### config.mk
export PLATFORM = sky130hd
export DESIGN_NAME = div_unit_flat
export DESIGN_NICKNAME = d
export VERILOG_FILES = /design/src/rtl/div_unit_pkg.sv /design/src/rtl/div_unit_if.sv /design/src/rtl/div_unit_step.sv /design/src/rtl/div_unit.sv /design/src/flat_wrapper.sv
export SDC_FILE = /design/constraint.sdc
export NUM_CORES = 1
export LEC_CHECK = 0
export ABC_AREA = 1
export CAP_MARGIN = 5
export CORE_MARGIN = 2
export CORE_UTILIZATION = 45
export CTS_CLUSTER_SIZE = 24
export DETAILED_ROUTE_END_ITERATION = 8
export MAX_ROUTING_LAYER = met4
export PLACE_DENSITY_LB_ADDON = 0.3
export SLEW_MARGIN = 20
export SYNTH_ARGS = -nofsm -noshare
export SYNTH_HDL_FRONTEND = slang
export SYNTH_SLANG_ARGS = --single-unit
export TNS_END_PERCENT = 50
### constraint.sdc
create_clock -name clk -period 6 [get_ports clk]
set_input_delay 1.2 -clock clk [delete_from_list [all_inputs] [get_ports clk]]
set_output_delay 1.2 -clock clk [all_outputs]
set_load 0.02 [all_outputs]
### src/rtl/div_unit_pkg.sv
// rtl/div_unit_pkg.sv - core_config (division width) and core_types (op codes, FSM states) packages
package core_config;
   localparam int DIV_W = 32;
   localparam int CNT_W = $clog2(DIV_W);
endpackage

package core_types;
   import core_config::*;

   typedef enum logic [2:0] {
      DIV_OP_DIV  = 3'd4,
      DIV_OP_DIVU = 3'd5,
      DIV_OP_MOD  = 3'd6,
      DIV_OP_MODU = 3'd7
   } div_op_e;

   typedef enum logic [1:0] {
      ST_IDLE,
      ST_CALC,
      ST_DONE
   } div_state_e;

   // Magnitude of an operand; unsigned operands pass through untouched.
   function automatic logic [DIV_W-1:0] abs_val(input logic [DIV_W-1:0] v, input logic is_signed);
      return (is_signed && v[DIV_W-1]) ? (DIV_W'(0) - v) : v;
   endfunction
endpackage

### src/rtl/div_unit_if.sv
// rtl/div_unit_if.sv - request/response bundle between a requester and div_unit
interface div_unit_if;
   import core_config::*;

   logic             clear_pipeline;
   logic [2:0]       div_para;
   logic             div_initial;
   logic [DIV_W-1:0] div_rs0;
   logic [DIV_W-1:0] div_rs1;
   logic             div_ready;
   logic             div_finished;
   logic [DIV_W-1:0] div_data;
   logic             div_ack;

   modport master (
      output clear_pipeline, div_para, div_initial, div_rs0, div_rs1, div_ack,
      input  div_ready, div_finished, div_data
   );

   modport slave (
      input  clear_pipeline, div_para, div_initial, div_rs0, div_rs1, div_ack,
      output div_ready, div_finished, div_data
   );
endinterface

### src/rtl/div_unit_step.sv
// rtl/div_unit_step.sv - one combinational radix-2 restoring division iteration
module div_step
   import core_config::*;
(
   input  logic [DIV_W:0]   partial,
   input  logic [DIV_W-1:0] divisor,
   output logic [DIV_W-1:0] next_rem,
   output logic             q_bit
);
   logic [DIV_W:0] diff;

   // Trial subtract; keep the difference only when it did not borrow.
   always_comb begin
      diff     = partial - {1'b0, divisor};
      q_bit    = ~diff[DIV_W];
      next_rem = q_bit ? diff[DIV_W-1:0] : partial[DIV_W-1:0];
   end
endmodule

### src/rtl/div_unit.sv
// rtl/div_unit.sv - iterative 32-bit divider (div/divu/mod/modu); optional DIV_EARLY_OUT_EN shortcut
module div_unit
   import core_config::*;
   import core_types::*;
(
   input logic       clk,
   input logic       rst,
   div_unit_if.slave bus
);
   localparam logic [CNT_W-1:0] CNT_LAST = CNT_W'(DIV_W - 1);

   div_state_e       state_q;
   logic [CNT_W-1:0] cnt_q;
   logic [2:0]       op_q;
   logic             neg_quo_q;
   logic             neg_rem_q;
   logic             zero_div_q;
   logic [DIV_W-1:0] rem_q;
   logic [DIV_W-1:0] work_q;
   logic [DIV_W-1:0] divisor_q;
   logic [DIV_W-1:0] data_q;
   logic             ready_q;
   logic             finished_q;

   logic             start_ok;
   logic             in_signed;
   logic [DIV_W-1:0] a_abs;
   logic [DIV_W-1:0] b_abs;
   logic [DIV_W-1:0] next_rem;
   logic             q_bit;
   logic             early_sel;
   logic [DIV_W-1:0] quo_raw;
   logic [DIV_W-1:0] rem_raw;
   logic [DIV_W-1:0] quo_fix;
   logic [DIV_W-1:0] rem_fix;
   logic [DIV_W-1:0] result;

`ifdef DIV_EARLY_OUT_EN
   logic early_q;
   logic early_in;
`endif

   assign bus.div_ready    = ready_q;
   assign bus.div_finished = finished_q;
   assign bus.div_data     = data_q;

   // work_q shifts dividend bits out of the top while quotient bits fill the bottom.
   div_step u_step (
      .partial  ({rem_q, work_q[DIV_W-1]}),
      .divisor  (divisor_q),
      .next_rem (next_rem),
      .q_bit    (q_bit)
   );

   // Start qualification and operand magnitudes from the request bus.
   always_comb begin
      start_ok  = (state_q == ST_IDLE) && bus.div_initial && bus.div_para[2] && !bus.clear_pipeline;
      in_signed = ~bus.div_para[0];
      a_abs     = abs_val(bus.div_rs0, in_signed);
      b_abs     = abs_val(bus.div_rs1, in_signed);
   end

`ifdef DIV_EARLY_OUT_EN
   // Dividend magnitude below divisor (zero included) means the answer is known up front.
   always_comb begin
      early_in  = (b_abs != '0) && (a_abs < b_abs);
      early_sel = early_q;
   end
`else
   // No shortcut: every operation runs the full iteration count.
   always_comb begin
      early_sel = 1'b0;
   end
`endif

   // Final sign fix-up, divide-by-zero override and op selection.
   always_comb begin
      quo_raw = early_sel ? '0 : {work_q[DIV_W-2:0], q_bit};
      rem_raw = early_sel ? work_q : next_rem;
      quo_fix = zero_div_q ? '1 : (neg_quo_q ? ('0 - quo_raw) : quo_raw);
      rem_fix = neg_rem_q ? ('0 - rem_raw) : rem_raw;
      case (op_q)
         DIV_OP_DIV, DIV_OP_DIVU: result = quo_fix;
         DIV_OP_MOD, DIV_OP_MODU: result = rem_fix;
         default:                 result = quo_fix;
      endcase
   end

   // Control FSM, iteration datapath and registered handshake outputs.
   always_ff @(posedge clk or negedge rst) begin
      if (!rst) begin
         state_q    <= ST_IDLE;
         cnt_q      <= '0;
         op_q       <= 3'd0;
         neg_quo_q  <= 1'b0;
         neg_rem_q  <= 1'b0;
         zero_div_q <= 1'b0;
         rem_q      <= '0;
         work_q     <= '0;
         divisor_q  <= '0;
         data_q     <= '0;
         ready_q    <= 1'b1;
         finished_q <= 1'b0;
`ifdef DIV_EARLY_OUT_EN
         early_q    <= 1'b0;
`endif
      end else if (bus.clear_pipeline) begin
         state_q    <= ST_IDLE;
         cnt_q      <= '0;
         ready_q    <= 1'b1;
         finished_q <= 1'b0;
      end else begin
         case (state_q)
            ST_IDLE: begin
               if (start_ok) begin
                  state_q    <= ST_CALC;
                  ready_q    <= 1'b0;
                  cnt_q      <= '0;
                  op_q       <= bus.div_para;
                  neg_quo_q  <= in_signed & (bus.div_rs0[DIV_W-1] ^ bus.div_rs1[DIV_W-1]);
                  neg_rem_q  <= in_signed & bus.div_rs0[DIV_W-1];
                  zero_div_q <= (bus.div_rs1 == '0);
                  rem_q      <= '0;
                  work_q     <= a_abs;
                  divisor_q  <= b_abs;
`ifdef DIV_EARLY_OUT_EN
                  early_q    <= early_in;
`endif
               end
            end
            ST_CALC: begin
               if (early_sel || (cnt_q == CNT_LAST)) begin
                  state_q    <= ST_DONE;
                  finished_q <= 1'b1;
                  data_q     <= result;
                  cnt_q      <= '0;
               end else begin
                  rem_q  <= next_rem;
                  work_q <= {work_q[DIV_W-2:0], q_bit};
                  cnt_q  <= cnt_q + CNT_W'(1);
               end
            end
            ST_DONE: begin
               if (bus.div_ack) begin
                  state_q    <= ST_IDLE;
                  ready_q    <= 1'b1;
                  finished_q <= 1'b0;
               end
            end
            default: begin
               state_q    <= ST_IDLE;
               ready_q    <= 1'b1;
               finished_q <= 1'b0;
            end
         endcase
      end
   end
endmodule

### src/flat_wrapper.sv
// flat-port wrapper written by rule: the top's interface ports become plain ports
module div_unit_flat import core_config::*; import core_types::*;
  (clk, rst, bus_clear_pipeline, bus_div_para, bus_div_initial, bus_div_rs0, bus_div_rs1, bus_div_ack, bus_div_ready, bus_div_finished, bus_div_data);
  div_unit_if bus_i ();
  input logic clk;
  input logic rst;
  input wire logic [$bits(bus_i.clear_pipeline)-1:0] bus_clear_pipeline;
  input wire logic [$bits(bus_i.div_para)-1:0] bus_div_para;
  input wire logic [$bits(bus_i.div_initial)-1:0] bus_div_initial;
  input wire logic [$bits(bus_i.div_rs0)-1:0] bus_div_rs0;
  input wire logic [$bits(bus_i.div_rs1)-1:0] bus_div_rs1;
  input wire logic [$bits(bus_i.div_ack)-1:0] bus_div_ack;
  output wire logic [$bits(bus_i.div_ready)-1:0] bus_div_ready;
  output wire logic [$bits(bus_i.div_finished)-1:0] bus_div_finished;
  output wire logic [$bits(bus_i.div_data)-1:0] bus_div_data;
  assign bus_i.clear_pipeline = bus_clear_pipeline;
  assign bus_i.div_para = bus_div_para;
  assign bus_i.div_initial = bus_div_initial;
  assign bus_i.div_rs0 = bus_div_rs0;
  assign bus_i.div_rs1 = bus_div_rs1;
  assign bus_i.div_ack = bus_div_ack;
  assign bus_div_ready = bus_i.div_ready;
  assign bus_div_finished = bus_i.div_finished;
  assign bus_div_data = bus_i.div_data;
  div_unit u_core (.clk(clk), .rst(rst), .bus(bus_i));
endmodule
* Yosys cells after proc, flatten, opt, wreduce, memory -nomap -nowiden
Index checks and enable logic that the tools add are counted.
Storage, ports and cells: memory bits (read-only) 0, memories kept 0, bits in latches 0, register bits 143, output and inout bits 34, RAM bits 0
Cells by class: muxes and demuxes 30, magnitude comparators 0, bitwise gates (word level) 6, div/mod/pow operators 0, reduce and logical (&&, ||, !) cells 18, add/sub/neg operators 6, shift-type cells 0, eq/ne operators 12, multipliers 0
Operators by type and width (count):
- 32-bit two-way mux | 11
- 32-bit case mux with 2 select lines | 2
- 1-bit by 32-bit subtractor with 32-bit output (first input constant) | 4
- 33-bit by 32-bit subtractor with 33-bit output | 1
- 32-bit zero test | 1
- 5-bit two-way mux | 3
- 3-bit AND reduction | 5
- 5-bit case mux with 2 select lines | 1
- 2-bit two-way mux | 4
- 3-bit equality test (second input constant) | 2
- 1-bit two-way mux | 6
- 2-bit != test (second input constant) | 3
- 3-bit by 2-bit != test with 1-bit output (second input constant) | 2
- 1-bit case mux with 3 select lines | 2
- 2-bit case mux with 3 select lines | 1
- 5-bit by 1-bit adder with 5-bit output (second input constant) | 1
- 5-bit equality test (second input constant) | 1
- 1-bit logical AND | 5
- 4-bit AND reduction | 1
- 3-bit != test (second input constant) | 1
- 1-bit NOT | 3
- 3-bit nonzero test | 1
- 1-bit bitwise AND | 2
- 2-bit by 1-bit equality test with 1-bit output (second input constant) | 1
- other kinds (8) | 8

* Logic depth before layout (Yosys ltp)
Gate-level depths: netlist of the first run.
word-level depth 7, depth in mapped cells 32, depth with buffers taken out 30

* Cells and area by module
Synthesis of the first run repeated with hierarchy kept, for this count alone.
Unflattened totals: cells, all modules 2177, area total of the unflattened synthesis 12934.9 µm²
Modules (own cells, without submodules):
- div_unit | cells each 1494, seq. area each 3554.7 µm², times used 1, area an instance 9771.9 µm²
- div_step | cells each 683, seq. area each 0.0 µm², times used 1, area an instance 3163.0 µm²

* Worst setup path after synthesis of the first run
Ideal clock, no wire load.
kind register to register, start point reg u_core.work_q[31], end point reg u_core.data_q[30], in the netlist u_core.bus.div_data[30], stages on the path, launching flop included 33, data arrival time 3.939 ns, buffers on the path 2, required time 5.923 ns, setup slack 1.984 ns, cells stage by stage dfrtp_1 inv_1 ha_1 fa_1 inv_1 nand2_1 nand2_1 nand3_1 nand2_2 nand2_2 nand2_4 nand2_4 nand2_2 nand2_4 nand2_4 buf_12 buf_4 ha_1 inv_1 nor3_1 nand2_1 nor3_2 nand2_1 nor2_1 nand3_1 nand2_1 o21ai_1 nor2_1 o21ai_1 o21ai_0 a21oi_1 o21a_1 a21oi_1
On the way: word-level cells in the longest chain between the ends 6, elaborated cells on any way between the ends 9, classes of those cells add/sub: 3; mux: 5; bitwise: 1
RTL lines:
- start, declared | line div_unit.sv:19 | logic [DIV_W-1:0] work_q;
- start signal, assigned | line div_unit.sv:124 | work_q <= a_abs;
- start signal, assigned | line div_unit.sv:139 | work_q <= {work_q[DIV_W-2:0], q_bit};
- 33-bit by 32-bit subtractor with 33-bit output | line div_unit_step.sv:14 | diff = partial - {1'b0, divisor};
- 1-bit NOT | line div_unit_step.sv:15 | q_bit = ~diff[DIV_W];
- 1-bit by 32-bit subtractor with 32-bit output | line div_unit.sv:80 | quo_fix = zero_div_q ? '1 : (neg_quo_q ? ('0 - quo_raw) : quo_raw);
- 32-bit two-way mux (2 in series) | line div_unit.sv:80
- 32-bit two-way mux (*) | line div_unit.sv:82 | case (op_q)
- end signal, assigned | line div_unit.sv:135 | data_q <= result;
- end, declared | line div_unit.sv:21 | logic [DIV_W-1:0] data_q;
Every way passes the cells marked *; elsewhere a longest branch is shown, timed or not. A chain may end at the register's enable or synchronous reset.

* Final worst setup path of the first run
start point reg u_core.work_q[31], end point reg u_core.data_q[28], in the netlist u_core.bus.div_data[28]
The elaborated chain is that of the path after synthesis.

==> results of run 1 <==
==> sequential cells by signal, indices dropped and copies added, names as in the netlist, 2 cells and up <==
register             count
u_core.bus.div_data     32
u_core.cnt_q             5
u_core.divisor_q        32
u_core.op_q              2
u_core.rem_q            32
u_core.state_q           2
u_core.work_q           32
==> metrics by stage <==
step                      area, µm²  utilization [%]  worst slack [ns]  cells  hold slack (ns)
final                         14200             52.7              1.25   2360            0.467
after global routing          14200             52.7             0.686   2360            0.504
after CTS                     14200             52.6              1.32   2359            0.471
after detailed placement      13600             50.4              1.34   2327            0.456
after global placement        13600             50.4              1.46   2327            0.453
after floorplan               12300                -              1.98   1933            0.440
==> worst register-to-register path, delay by kind of cell, from the launching register on <==
family                     cells  cell delay, ns
AOI/OAI and AO/OA              3            0.74
adders and majority gates      3            0.91
buffers and inverters          3            0.26
DFF                            1            0.32
and+or+nand+nor               19            2.41
==> layout make-up <==
cell class	instances	share of cell area, %
Clock buffer	24	3.39
Inverter	287	7.59
Sequential cell	142	25.0
Timing Repair Buffer	116	8.14
Tap cell	341	3.01
Multi-Input combinational cell	1442	52.1
Clock inverter	8	0.767
==> power by group through the flow <==
stage | registers (mW) | logic [mW] | clock network [mW]
after floorplan | 1.61 | 3.97 | 0
after global placement | 1.59 | 5.39 | 0
after detailed placement | 1.60 | 5.42 | 0
after CTS | 1.59 | 5.46 | 1.09
after global routing | 1.62 | 6.19 | 1.13
final | 1.59 | 5.54 | 1.08
==> per-layer routing <==
layer	vias to the layer above	GRT usage [%]	part of all wire [%]
li1	6399	-	-
met1	5892	40.9	49
met2	428	42.1	44
met3	49	3.64	6.0
met4	0	7.10	1.8
met5	-	-	0
==> kinds of logic (layout without fill, tap and decap cells) <==
| group | count (synthesis) | in the layout | share of synthesized area (%) |
|---|---|---|---|
| compound gates | 359 | 359 | 16.9 |
| xor+xnor | 69 | 69 | 4.91 |
| fa+ha+maj | 39 | 39 | 4.02 |
| buf+inv | 349 | 435 | 11.3 |
| flops | 142 | 142 | 28.9 |
| simple gates | 975 | 975 | 34.0 |
==> worst min-delay path by stage <==
stage          slack, ns           start        endpoint
3_5_place_dp        0.46  u_core.op_q[2]  u_core.op_q[2]
6_report            0.47  u_core.op_q[2]  u_core.op_q[2]
3_3_place_gp        0.45  u_core.op_q[2]  u_core.op_q[2]
5_1_grt             0.50  u_core.op_q[2]  u_core.op_q[2]
4_1_cts             0.47  u_core.op_q[2]  u_core.op_q[2]
2_1_floorplan       0.44  u_core.op_q[2]  u_core.op_q[2]
==> cells in the final DEF (no fill, tap or decap), types with 22 or more instances in the layout <==
master           count
nand2_1            549
inv_1              276
nor2_1             149
o21ai_0            141
dfrtp_1            141
nand3_1            139
clkdlybuf4s50_1    104
a21oi_1             95
xor2_1              41
ha_1                38
nor3_1              32
o22ai_1             32
nand2_2             28
xnor2_1             28
o211ai_1            22
==> flow_metrics.tcl, run 1 <==
set metrics [dict create \
    switching_power_mw 4.43 \
    timing.critical_path.mode_cell "nand2_1" \
    via_per_inst 5.41 \
    min_path_type "reg -> reg" \
    synth_area_leaders "dfrtp_1, nand2_1, inv_1" \
    async_reset_ff_share_pct 100 \
    core_area_mm2 0.0270 \
    wl_um 38600 \
    nFillCells 2742 \
    vias 12768 \
    ys_types 52 \
    postRouteAntennaNets 0 \
    grt_overflow 0 \
    fin_setup_tns_ns 0 \
    synth_nets 2044 \
    clock_latency_ns 0.44 \
    crit_buf_inv 3 \
    critical_path.endpoint "u_core.bus.div_data[28]" \
    seqPwrFrac_pct 19.4 \
    relSlewSlack_pct 31.3 \
    path_delay_family "simple AND/OR/NAND/NOR gates" \
    rows 60 \
    cpPeakStageDelay_ns 0.49 \
    total_power_mw 8.21 \
    ff2ff_path_depth 28 \
    combPwrFrac_pct 67.4 \
    grt_pass1_vias 11653 \
    crit_fanout 38 \
    fin_crit_ns 4.75 \
    grt_start_max_net_pins 105 \
    yosysWarnings 0 \
    yosysMostFrequentCell "nand2_1" \
    reg2reg_slack_ns 1.25 \
    final_max_slew_viol_count 0 \
    r2r-start "u_core.work_q[31]" \
    initialDrtViolationCount 1429 \
    slowest_stage "o31ai_1" \
    crit_required_ns 6.31 \
    drv_cap 0 \
    htree_num_levels 4 \
    synth-edff-count 0 \
    power.share.clock_pct 13.2 \
    num-nets-final 2117 \
    cts-root-buf "clkbuf_16" \
    cts_hold_buf 0 \
    die-area_mm2 0.0287 \
    ys.flop_type "dfrtp_1" \
    whs_path_depth 1 \
    clk_pin_slew_ns 0.06 \
    crit_type "reg -> reg" \
    antennaDiodeCount 0 \
    gp_congestion 1.00 \
    synth_common_cells "nand2_1, inv_1, nor2_1, dfrtp_1, o21ai_0" \
    cp-end-kind "register" \
    rsz0062_at_grt "no" \
    cts_tree "built" \
    rr_endpoint "u_core.bus.div_data[28]" \
    antenna_found_initial 0 \
    postCtsSetupRepairBufs 0 \
    netlist_area_mm2 0.0123 \
    start_util_pct 45.7 \
    multiInputGateArea_mm2 0.00739 \
    synth-seq-area-share_pct 28.9 \
    clk_path_buf_depth 2 \
    hold_viol_final 0 \
    cp_num_cells 28 \
    drtPass1Iterations 5 \
    ir_drop_mv 0.318 \
    io_buffers 105 \
    outcome "complete, no violations" \
    cts_sinks 142 \
    crit_start "u_core.work_q[31]" \
    drc 0 \
    skew_ns 0.00892 \
    ctsResizeCount 0 \
    numCtsBuffers 17 \
    synthToLayoutAreaGrowth_pct 15.2 \
    synth_top_area_share_pct 28.6 \
    final-seq-area_mm2 0.00355 \
    setup-violations-final 0 \
    crit_path_start_kind "register" \
    synth_top_area_cell "dfrtp_1" \
    track_usage_pct 28.3 \
    io_pins 106 \
    grt_pass1_wl_um 62700 \
    power_density_mw_per_mm2 579 \
    ys_ff_latch 142 \
    synthCells 1933 \
    layout-drive-gt1-share_pct 6.34 \
    wl_per_cell_um 16.4 \
    period_share_pct 79.1 \
    netSwitchingFraction_pct 54.0 \
    dp_hpwl_um 30000 \
    intPower_mw 3.78 \
    worstPathArrival_ns 5.06 \
    die_h_um 169 \
    worstMarginPinSlew_ns 1.03 \
    syn_area_per_cell_um2 6.37 \
    p_leak_nw 7.18 \
    die_x_um 169 \
    clock.fmax_mhz 211 \
]
(Power assumes the default switching activity.)
==> inputs of run 2 (changes only) <==
==> constraint.sdc (replaced) <==
create_clock -name clk -period 4.68 [get_ports clk]
set_input_delay 0.936 -clock clk [delete_from_list [all_inputs] [get_ports clk]]
set_output_delay 0.936 -clock clk [all_outputs]
set_load 0.02 [all_outputs]
==> run 2 against run 1 <==
Against the previous run:
- sequential share of layout area decreased by 0.10 points
- via count increased by 1.3%
- wire length increased by 1.7%
- register-to-register slack got worse by 0.75 ns
- critical endpoint unchanged
- largest cell class unchanged
==> flow_metrics.tcl, run 2 (same netlist as run 1, synthesis figures left out) <==
set metrics [dict create \
    clk_path_buf_depth 2 \
    io_buffers 105 \
    ir_drop_mv 0.313 \
    clk_pin_slew_ns 0.07 \
    cpPeakStageDelay_ns 0.48 \
    postCtsSetupRepairBufs 0 \
    cts_hold_buf 0 \
    grt_start_max_net_pins 89 \
    crit_required_ns 4.99 \
    fin_crit_ns 4.18 \
    nFillCells 2735 \
    dp_hpwl_um 30800 \
    ff2ff_path_depth 28 \
    die_h_um 169 \
    crit_fanout 7 \
    grt_pass1_vias 11979 \
    core_area_mm2 0.0270 \
    outcome "complete, no violations" \
    cp-end-kind "register" \
    cp_num_cells 28 \
    cts_sinks 142 \
    rsz0062_at_grt "no" \
    gp_congestion 1.02 \
    htree_num_levels 4 \
    path_delay_family "simple AND/OR/NAND/NOR gates" \
    power_density_mw_per_mm2 748 \
    crit_buf_inv 3 \
    die-area_mm2 0.0287 \
    multiInputGateArea_mm2 0.00740 \
    drc 0 \
    clock.fmax_mhz 239 \
    die_x_um 169 \
    rows 60 \
    start_util_pct 45.7 \
    skew_ns 0.0113 \
    hold_viol_final 0 \
    grt_overflow 0 \
    whs_path_depth 1 \
    crit_path_start_kind "register" \
    layout_commonest_cell "nand2_1" \
    relSlewSlack_pct 29.7 \
    setup_slack_ns 0.502 \
    fin_setup_tns_ns 0 \
    cts-root-buf "clkbuf_16" \
    grt_pass1_wl_um 63400 \
    setup-violations-final 0 \
    drtPass1Iterations 8 \
    p_leak_nw 7.21 \
    worstPathArrival_ns 4.49 \
    period_share_pct 89.3 \
    final-seq-area_mm2 0.00355 \
    antennaDiodeCount 0 \
    synthToLayoutAreaGrowth_pct 15.7 \
    layout-drive-gt1-share_pct 6.67 \
    final_max_slew_viol_count 0 \
    io_pins 106 \
    via_per_inst 5.47 \
    cts_tree "built" \
    vias 12936 \
    initialDrtViolationCount 1306 \
    min_path_type "reg -> reg" \
    clock_latency_ns 0.43 \
    dp_slack_ns 0.382 \
    slowest_stage "o31ai_1" \
    total_power_mw 10.7 \
    drv_cap 0 \
    worstMarginPinSlew_ns 1.05 \
    antenna_found_initial 0 \
    num-nets-final 2123 \
    postRouteAntennaNets 0 \
    wl_per_cell_um 16.6 \
    most-common-layout-cells "nand2_1, inv_1, nor2_1" \
    crit_type "reg -> reg" \
    timing.critical_path.mode_cell "nand2_1" \
    numCtsBuffers 17 \
    track_usage_pct 28.7 \
    wl_um 39300 \
]
-- run 2: changes by cell type in the layout (fill, tap and decap cells not counted), sizes merged --
| cell | previous run | this run |
|---|---|---|
| clkbuf | 24 | 22 |
| inv | 283 | 282 |
| bufinv | 2 | 4 |
| buf | 12 | 18 |
| clkinv | 7 | 8 |
-- run 2: per-stage QoR --
stage | hold slack, ns | instance area [µm²] | std cells | utilization, %
floorplan | 0.440 | 12300 | 1933 | -
global placement | 0.458 | 13600 | 2334 | 50.6
detailed placement | 0.462 | 13600 | 2334 | 50.6
CTS | 0.477 | 14200 | 2366 | 52.8
global route | 0.506 | 14300 | 2366 | 52.9
finish | 0.475 | 14300 | 2366 | 52.9
-- run 2: repair_timing --
action / in CTS / in global routing
endpoints found under the hold margin: 0 / 0
setup endpoints to repair: 0 / 4
gates resized for setup: 0 / 3
-- run 2: worst register-to-register path: cells and delay by family (launching register included) --
kind / cells / cell delay [ns]
and+or+nand+nor: 19 / 1.92
adders and majority gates: 3 / 0.81
DFF: 1 / 0.33
AOI/OAI and AO/OA: 3 / 0.74
buffers and inverters: 3 / 0.26
-- run 2: worst paths after layout --
| check | start | to | slack (ns) |
|---|---|---|---|
| max in group asynchronous | rst | u_core.rem_q[15] | 3.10 |
| min reg2reg | u_core.op_q[2] | u_core.op_q[2] | 0.47 |
| min | u_core.op_q[2] | u_core.op_q[2] | 0.47 |
| max | u_core.work_q[31] | u_core.bus.div_data[28] | 0.50 |
| max reg2reg | u_core.work_q[31] | u_core.bus.div_data[28] | 0.50 |
| min in group asynchronous | rst | u_core.divisor_q[8] | 0.59 |
-- run 2: metal layers --
metal / wire length, µm / global-route usage (%) / vias up
li1: - / - / 6405
met4: 626 / 5.91 / 0
met3: 2600 / 4.38 / 39
met1: 18800 / 41.2 / 6055
met5: 0 / - / -
met2: 17300 / 43.2 / 437
-- run 2: report_power, final --
part	switching (mW)	total (mW)	leakage, nW	internal [mW]
Clock	0.560	1.45	0.285	0.894
Sequential	0.393	2.04	1.77	1.65
Combinational	4.78	7.17	5.16	2.39
-- run 2: area by class of cell --
| class | instances | area share [%] |
|---|---|---|
| Clock inverter | 10 | 1.16 |
| Multi-Input combinational cell | 1442 | 52.0 |
| Sequential cell | 142 | 24.9 |
| Tap cell | 341 | 2.99 |
| Clock buffer | 22 | 3.12 |
| Inverter | 287 | 7.56 |
| Timing Repair Buffer | 122 | 8.28 |
==> inputs of run 3 (changes only) <==
==> constraint.sdc (replaced) <==
create_clock -name clk -period 4.68 [get_ports clk]
set_input_delay 0.468 -clock clk [delete_from_list [all_inputs] [get_ports clk]]
set_output_delay 0.468 -clock clk [all_outputs]
set_load 0.02 [all_outputs]
==> run 3 against run 2 <==
Against the previous run:
- the run now ends with negative hold slack left
- die area did not move
- worst setup slack got worse by 0.10 ns
- first-iteration DRC count rose by 3.8%
- maximum frequency fell by 2.4%
- clock power barely moved
- critical endpoint is now u_core.bus.div_data[30]
- largest cell class unchanged
- largest power group unchanged
- highest routed layer unchanged
==> flow_metrics.tcl, run 3 (same netlist as run 1, synthesis figures left out) <==
set metrics [dict create \
    outcome "finished with violations" \
    violations "negative hold slack" \
    p_leak_nw 7.21 \
    synthToLayoutAreaGrowth_pct 15.3 \
    timing.critical_path.mode_cell "nand2_1" \
    grt_pass1_vias 11636 \
    slowest_stage "fa_1" \
    setup_slack_ns 0.399 \
    cts_tree "built" \
    clock.fmax_mhz 234 \
    final-seq-area_mm2 0.00355 \
    setup-violations-final 0 \
    io_pins 106 \
    drv_cap 0 \
    crit_path_start_kind "register" \
    die_h_um 169 \
    crit_fanout 7 \
    dpl_cell_area_mm2 0.0136 \
    io_buffers 105 \
    antenna_found_initial 1 \
    cpPeakStageDelay_ns 0.40 \
    start_util_pct 45.7 \
    most-common-layout-cells "nand2_1, inv_1, nor2_1" \
    fin_crit_ns 4.28 \
    clk_path_buf_depth 2 \
    initialDrtViolationCount 1355 \
    postRouteAntennaNets 0 \
    multiInputGateArea_mm2 0.00740 \
    antennaDiodeCount 0 \
    grt_start_max_net_pins 81 \
    dp_cells 2331 \
    grt_overflow 0 \
    min_path_type "in -> async" \
    r2r-start "u_core.work_q[31]" \
    core_area_mm2 0.0270 \
    wl_per_cell_um 16.9 \
    layout_commonest_cell "nand2_1" \
    gp_congestion 0.964 \
    worstPathArrival_ns 4.64 \
    drc 0 \
    cp-end-kind "register" \
    rsz0062_at_grt "no" \
    period_share_pct 91.5 \
    cts_sinks 142 \
    worstMarginPinSlew_ns 1.05 \
    rows 60 \
    final_max_slew_viol_count 0 \
    die_x_um 169 \
    num-nets-final 2120 \
    fin_cells 2363 \
    final_area_mm2 0.0142 \
    vias 12738 \
    fin_setup_tns_ns 0 \
    via_per_inst 5.39 \
    whs_ns -0.00332 \
    power_density_mw_per_mm2 748 \
    crit_required_ns 5.04 \
    layout-drive-gt1-share_pct 6.78 \
    dp_slack_ns 0.365 \
    die-area_mm2 0.0287 \
    skew_ns 0.0159 \
    wl_um 40000 \
    nFillCells 2801 \
    total_power_mw 10.6 \
    cts_hold_buf 0 \
    drtPass1Iterations 5 \
    track_usage_pct 29.1 \
    numCtsBuffers 17 \
    crit_start "u_core.work_q[31]" \
    clk_pin_slew_ns 0.08 \
    dp_hpwl_um 31400 \
    hold_viol_final 10 \
    htree_num_levels 4 \
    crit_type "reg -> reg" \
    relSlewSlack_pct 29.8 \
    ir_drop_mv 0.352 \
    grt_pass1_wl_um 63200 \
    clock_latency_ns 0.44 \
    cts-root-buf "clkbuf_16" \
    finish.utilization_pct 52.7 \
]
[run 3: what timing repair did]
item,CTS,global route
setup buffers,0,0
gates resized for setup,0,2
hold endpoints to repair,0,0
setup endpoints to repair,0,4
[run 3: layer usage]
metal  vias up  track usage (%)  share of wire (%)
met5         -                -                  0
met4         0             5.83                1.2
met3        34             4.29                6.5
met2       418             42.4                 43
met1      5890             42.9                 49
li1       6396                -                  -
[run 3: final timing paths]
| path | endpoint | slack, ns | cells past startpoint |
|---|---|---|---|
| min in group clk | u_core.op_q[2] | 0.48 | 1 |
| min reg2reg | u_core.op_q[2] | 0.48 | 1 |
| max in group asynchronous | u_core.bus.div_data[31] | 3.54 | 2 |
| max | u_core.bus.div_data[30] | 0.40 | 30 |
| max reg2reg | u_core.bus.div_data[30] | 0.40 | 30 |
| min | u_core.divisor_q[10] | -0.003 | 1 |
[run 3: cell type report]
type	instances	area share (%)
Timing Repair Buffer	119	8.14
Clock inverter	15	1.18
Sequential cell	142	25.0
Multi-Input combinational cell	1442	52.1
Clock buffer	17	2.99
Inverter	287	7.58
Tap cell	341	3.00
[run 3: worst max-delay path: cells and delay by family, from the launching register on]
kind                       cells  cell delay, ns
adders and majority gates      3            0.80
buffers and inverters          3            0.25
AOI/OAI and AO/OA              6            0.76
and+or+nand+nor               18            2.04
DFF                            1            0.33
[run 3: where the power goes]
| part | total (mW) | switching (mW) | internal (mW) |
|---|---|---|---|
| logic | 7.17 | 4.79 | 2.38 |
| clock network | 1.42 | 0.655 | 0.763 |
| registers | 2.04 | 0.394 | 1.65 |
